`src/rtl/blink_meter.sv`:
```
// Blink meter: measures the period of a slow asynchronous square wave in
// clk cycles, reports lock while rising edges keep arriving within
// TIMEOUT_CYCLES, and flags a timeout when they stop.
// Optional glitch filter: define BLINK_METER_FILTER_EN to enable it.
//
// state   | meaning
// --------+-----------------------------------------------------------
// IDLE    | no edge seen since reset; waiting for the first rising edge
// ARMED   | counting cycles since the last accepted rising edge
// TIMEOUT | no edge within TIMEOUT_CYCLES; waiting to restart counting
module blink_meter #(
   parameter int unsigned TIMEOUT_CYCLES = 100000000,
   parameter int unsigned FILTER_CYCLES  = 16
) (
   input  logic        CLOCK_50,
   input  logic        rst,
   input  logic        sig_in,
   output logic [31:0] period,
   output logic        period_valid,
   output logic        locked,
   output logic        timeout,
   output logic [7:0]  LEDG
);

   typedef enum logic [1:0] {
      IDLE    = 2'd0,
      ARMED   = 2'd1,
      TIMEOUT = 2'd2
   } state_t;

   state_t      state, state_nx;
   logic [31:0] cnt, cnt_nx, cnt_inc;
   logic [31:0] period_nx;
   logic        period_valid_nx, locked_nx, timeout_nx;
   logic        sync_1, sync_2;
   logic        level, level_d;
   logic        rise;

   // Two-flop synchroniser for the asynchronous input.
   always_ff @(posedge CLOCK_50) begin
      if (rst) begin
         sync_1 <= 1'b0;
         sync_2 <= 1'b0;
      end else begin
         sync_1 <= sig_in;
         sync_2 <= sync_1;
      end
   end

`ifdef BLINK_METER_FILTER_EN
   localparam int unsigned FW = (FILTER_CYCLES > 1) ? $clog2(FILTER_CYCLES) : 1;
   localparam logic [FW-1:0] FLT_LOAD = FW'(FILTER_CYCLES - 1);

   logic [FW-1:0] flt_cnt;

   // Glitch filter: the level flips only after the synchronised input has
   // disagreed with it for FILTER_CYCLES consecutive cycles.
   always_ff @(posedge CLOCK_50) begin
      if (rst) begin
         level   <= 1'b0;
         flt_cnt <= '0;
      end else if (sync_2 == level) begin
         flt_cnt <= FLT_LOAD;
      end else if (flt_cnt == '0) begin
         level   <= sync_2;
         flt_cnt <= FLT_LOAD;
      end else begin
         flt_cnt <= flt_cnt - FW'(1);
      end
   end
`else
   logic unused_cfg;

   assign level      = sync_2;
   assign unused_cfg = ^FILTER_CYCLES;
`endif

   assign rise    = level & ~level_d;
   assign cnt_inc = cnt + 32'd1;

   // State and datapath registers.
   always_ff @(posedge CLOCK_50) begin
      if (rst) begin
         state        <= IDLE;
         cnt          <= '0;
         period       <= '0;
         period_valid <= 1'b0;
         locked       <= 1'b0;
         timeout      <= 1'b0;
         level_d      <= 1'b0;
      end else begin
         state        <= state_nx;
         cnt          <= cnt_nx;
         period       <= period_nx;
         period_valid <= period_valid_nx;
         locked       <= locked_nx;
         timeout      <= timeout_nx;
         level_d      <= level;
      end
   end

   // Next-state and next-output decode; a rising edge beats timeout expiry.
   always_comb begin
      state_nx        = state;
      cnt_nx          = cnt;
      period_nx       = period;
      period_valid_nx = 1'b0;
      locked_nx       = locked;
      timeout_nx      = timeout;
      case (state)
         IDLE: begin
            if (rise) begin
               cnt_nx   = '0;
               state_nx = ARMED;
            end
         end
         ARMED: begin
            if (rise) begin
               period_nx       = cnt_inc;
               period_valid_nx = 1'b1;
               locked_nx       = 1'b1;
               cnt_nx          = '0;
            end else if (cnt_inc == TIMEOUT_CYCLES) begin
               cnt_nx     = cnt_inc;
               locked_nx  = 1'b0;
               timeout_nx = 1'b1;
               state_nx   = TIMEOUT;
            end else begin
               cnt_nx = cnt_inc;
            end
         end
         TIMEOUT: begin
            if (rise) begin
               cnt_nx     = '0;
               timeout_nx = 1'b0;
               state_nx   = ARMED;
            end
         end
         default: begin
            state_nx = IDLE;
         end
      endcase
   end

   assign LEDG = {5'b0, timeout, locked, level};

endmodule
```
`config.mk`:
```
export PLATFORM = sky130hd
export DESIGN_NAME = blink_meter
export DESIGN_NICKNAME = d
export VERILOG_FILES = /design/src/rtl/blink_meter.sv
export SDC_FILE = /design/constraint.sdc
export NUM_CORES = 1
export LEC_CHECK = 0
export CORE_UTILIZATION = 45
export CTS_CLUSTER_SIZE = 24
export DETAILED_ROUTE_END_ITERATION = 6
export GPL_TIMING_DRIVEN = 0
export PLACE_DENSITY = 0.73
export SLEW_MARGIN = 20
export SYNTH_ARGS = -nofsm -noshare
export SYNTH_HDL_FRONTEND = slang
export SYNTH_SLANG_ARGS = --single-unit
```
`constraint.sdc`:
```
create_clock -name CLOCK_50 -period 7.9 [get_ports CLOCK_50]
set_clock_uncertainty 0.1 [all_clocks]
set_input_delay 1.58 -clock CLOCK_50 [delete_from_list [all_inputs] [get_ports CLOCK_50]]
set_output_delay 1.58 -clock CLOCK_50 [all_outputs]
set_load 0.02 [all_outputs]
```
## After elaboration in Yosys (flattened, before gate mapping)

Cells that the tools add are included.

- $add $sub $neg: 1
- Eq/ne operators: 7
- Mux-type cells: 14
- Bitwise logic cells: 3
- Reduce and logical (&&, ||, !) cells: 11

Operator list:

| operator | count |
|---|---|
| $mux W32 | 2 |
| $pmux W32 S2 | 1 |
| $add A32 B1 Y32 const B | 1 |
| $eq A32 B27 Y1 const B | 1 |
| $mux W1 | 6 |
| $mux W2 | 3 |
| $ne A2 B2 Y1 const B | 3 |
| $reduce_and A2 Y1 | 3 |
| $reduce_bool A2 Y1 | 3 |
| $pmux W2 S2 | 1 |
| $reduce_and A4 Y1 | 1 |
| $reduce_or A2 Y1 | 2 |
| $reduce_and A3 Y1 | 1 |
| $eq A2 B1 Y1 const B | 1 |
| $eq A2 B2 Y1 const B | 1 |
| $logic_not A2 Y1 | 1 |
| $ne A2 B1 Y1 const B | 1 |
| $not A1 Y1 | 2 |
| $pmux W1 S2 | 1 |
| $and A1 B1 Y1 | 1 |

- Flip-flop bits (word level): 72
- Input bits: 3
- Output and inout bits: 43

## Logic depth before layout (Yosys ltp)

- Depth in word-level cells: 5
- Gate-level depth with buffers: 9
- Mapped depth without buffers: 8

## Worst setup path after synthesis

Ideal clock, no wire load.

- Path type: reg-to-reg
- Start point: register cnt[0]
- End point: register state[0]
- Setup time: 80 ps
- Arrival time: 2,331 ps
- Data required time: 7,720 ps
- Slack: 5,390 ps
- Stages on the path, launching flop included: 9
- Path buffers: 0
- Period minus slack after synthesis: 2,510 ps
- Cells stage by stage: dfxtp_1 > ha_1 > nand3_2 > nor4_4 > nand4b_4 > mux2_4 > o211a_1 > and4_4 > a211oi_2

- Longest elaborated chain between the ends: 4

Ends and longest elaborated chain:

| element | RTL line | text |
|---|---|---|
| from (decl) | 32 | `logic [31:0] cnt, cnt_nx, cnt_inc;` |
| from (signal assigned) | 93 | `cnt <= cnt_nx;` |
| $add A32 B1 Y32 | 79 | `assign cnt_inc = cnt + 32'd1;` |
| $eq A32 B27 Y1 | 123 | `end else if (cnt_inc == TIMEOUT_CYCLES) begin` |
| $ne A2 B2 Y1 (no line) | - |  |
| $reduce_and A3 Y1 (no line) | - |  |
| to (signal assigned) | 92 | `state <= state_nx;` |
| to (decl) | 31 | `state_t state, state_nx;` |

Every way passes these cells.
A chain may end at the register's enable or synchronous reset.

## Final worst setup path

- Start point: register cnt[0]
- End point: register state[1]

Same word-level chain as after synthesis.

==> flow_summary.json <==
{
  "nets": 517,
  "timing.fmax_ghz": 0.321,
  "n_fill_cell": 750,
  "relSlewSlack": 0.465,
  "synth_top_flop_cell": "dfxtp_1",
  "cts.clk_slew.worst_paths_ns": 0.08,
  "grt_max_degree": 13,
  "ys_seq_area_frac": 0.392,
  "critical_path.max_stage_delay_ns": 0.55,
  "initial_core_util": 0.471,
  "fp.dieW_um": 92.4,
  "port_buffers": 39,
  "grt_overflow_total": 0,
  "synth-edff-count": 0,
  "crit_family": "simple AND/OR/NAND/NOR gates",
  "status": "finished clean",
  "avgSynthCellArea_um2": 8.03,
  "diodes": 0,
  "drt_pre_antenna_iters": 5,
  "final_cells": 618,
  "hold_class": "flip-flop to flip-flop",
  "post-route-min-period_ns": 3.11,
  "synthMuxAreaShare": 0.00408,
  "htreeDepth": 3,
  "cp_data_required_time_ns": 8.07,
  "crit_path_end_kind": "flip-flop",
  "num_vias": 3523,
  "dp.cells": 603,
  "yosysTopAreaCell": "dfxtp_1",
  "yosysWarningCount": 0,
  "ant_nets": 0,
  "cts_tree": "built",
  "cts_buffers": 9,
  "hold_buffers": 0,
  "syn2layout_area_growth_pct": 19.5,
  "synth_xor_area_frac": 0.0714,
  "criticalPathCategory": "flip-flop to flip-flop",
  "syn_inst": 458,
  "p_leak_nw": 1.51,
  "core_region_area_um2": 7810,
  "synth_area_um2": 3680,
  "async_reset_ff_frac": 0,
  "clk_latency_ns": 0.36,
  "yosys.area_share.adder": 0.00680,
  "slowest_stage": "nor4_4",
  "power_density_nw_per_um2": 159,
  "die_area_um2": 8540,
  "die_height_um": 92.4,
  "grt_pass1_wl_um": 16600,
  "cp.arrival_ns": 3.28,
  "layout-drive-gt1-share": 0.0969,
  "power.total_mw": 0.700,
  "slew_viol_final": 0,
  "dp_hpwl_um": 7280,
  "remaining_drc_errors": 0,
  "crit_path_max_fanout": 8,
  "grtUsageTotal": 0.252,
  "drt_wl_total_um": 10100,
  "cts_setup_buffers": 0,
  "drtIter0Drc": 229,
  "vias_per_cell": 5.70,
  "avgRoutedWirePerCell_um": 16.4,
  "rsz0062_at_grt": "false",
  "synth_top_family_by_area": "simple AND/OR/NAND/NOR gates",
  "critPathBufInv": 0,
  "regArea_um2": 1440,
  "synth_top_area_frac": 0.392,
  "antenna_found_initial": 0,
  "cts_root_buffer": "clkbuf_8",
  "clock_sinks": 72,
  "io_pins": 46,
  "synth_compound_gate_area_share": 0.173,
  "synth_seq_cells": 72,
  "rows": 32,
  "fin_crit_sh": 0.394,
  "tightestPinTransition_ns": 0.798,
  "synth_area_leaders": "dfxtp_1 39%, nor2_1 8.1%, a211oi_1 5.3%",
  "cts_resized": 0,
  "synth_cell_types": 53,
  "cts_buffer_depth": 2,
  "multiInputGateArea_um2": 2010,
  "synth_simple_gate_area_frac": 0.286,
  "setup_viol": 0,
  "cp-start-kind": "flip-flop",
  "cp_cell_sequence": "ha_1, nand3_2, nor4_4, nand3_1, xor2_1, nor4_2, nand4_1, o31ai_1",
  "drv_cap": 0,
  "place_congestion": 0.935,
  "hold_viol": 0,
  "setup_tns_ns": 0,
  "grt_pass1_vias": 3276,
  "vdd_drop_max_uv": 91.0
}
-- synth_stat cells, drive strengths merged, types with 6 or more instances --
master and instances:
clkbuf 25, and4 6, xor2 15, xnor2 15, dfxtp 72, nor2 79
buf 21, a211oi 27, a31oi 6, o21ai 21, a21oi 30, nand2 27
nor3 22, or3 6, nand4 11, a22oi 6, nand3 16
-- per-stage QoR --
step / area (µm²) / hold WS, ns / worst slack [ns] / util
after floorplan: 3690 / 0.314 / 5.39 / -
after global placement: 4210 / 0.327 / 4.89 / 0.540
after detailed placement: 4210 / 0.345 / 4.84 / 0.540
after CTS: 4400 / 0.359 / 4.81 / 0.563
after global routing: 4400 / 0.381 / 4.62 / 0.563
final: 4400 / 0.359 / 4.79 / 0.563
-- per-layer routing --
| metal | vias up | wire (µm) | GRT usage | share of wire |
|---|---|---|---|---|
| met4 | 0 | 199 | 0.112 | 0.020 |
| li1 | 1723 | - | - | - |
| met3 | 19 | 523 | 0.0296 | 0.052 |
| met1 | 1649 | 4830 | 0.343 | 0.48 |
| met2 | 132 | 4590 | 0.400 | 0.45 |
| met5 | - | 0 | 0 | 0 |
-- area by class of cell --
cell class                      count  area share
Timing Repair Buffer               39      0.0888
Tap cell                          102      0.0290
Sequential cell                    72       0.328
Buffer                             46      0.0504
Clock inverter                      6      0.0139
Multi-Input combinational cell    339       0.458
Inverter                            5     0.00427
Clock buffer                        9      0.0282
-- power by group --
group / switching [mW] / internal (mW) / leakage (nW) / total (mW)
Sequential: 0.00241 / 0.366 / 0.581 / 0.368
Clock: 0.144 / 0.143 / 0.0948 / 0.286
Combinational: 0.0321 / 0.0133 / 0.837 / 0.0454
-- cells in the final DEF, fill, tap and decap left out, drive strengths merged, types with 5 or more instances in the layout --
cell	synthesis	layout
nand4	11	11
clkbuf	25	34
a22oi	6	6
buf	21	21
nand2	27	27
nor2	79	79
nor4	5	5
a211oi	27	27
and3	5	5
inv	5	5
xor2	15	15
and4	6	6
xnor2	15	15
clkdlybuf4s50	0	39
dfxtp	72	72
a21oi	30	30
nand3	16	16
conb	1	5
or3	6	6
o21ai	21	21
nor3	22	22
a31oi	6	6
-- worst paths after layout --
kind	to	start	cells after the start	slack [ns]
setup / recovery	state[1]	cnt[0]	8	4.79
hold / removal	level	sync_1	1	0.36
setup reg to reg	state[1]	cnt[0]	8	4.79
hold reg to reg	level	sync_1	1	0.36
-- cell families (layout without fill, tap and decap cells) --
group	Yosys count	count (layout)
AO/OA/AOI/OAI	101	101
XOR/XNOR	30	30
adder cells (fa/ha/maj)	2	2
buffers and inverters	51	105
flip-flops	72	72
multiplexers	1	1
other	1	5
AND/OR/NAND/NOR	200	200
-- state kept, by name, indices dropped and copies added, names as in the netlist --
signal and count:
period_valid 1, level 1, cnt 32, locked 1
period 32, sync_1 1, level_d 1, timeout 1
state 2
No activity file was read; power rests on OpenSTA's default activity.
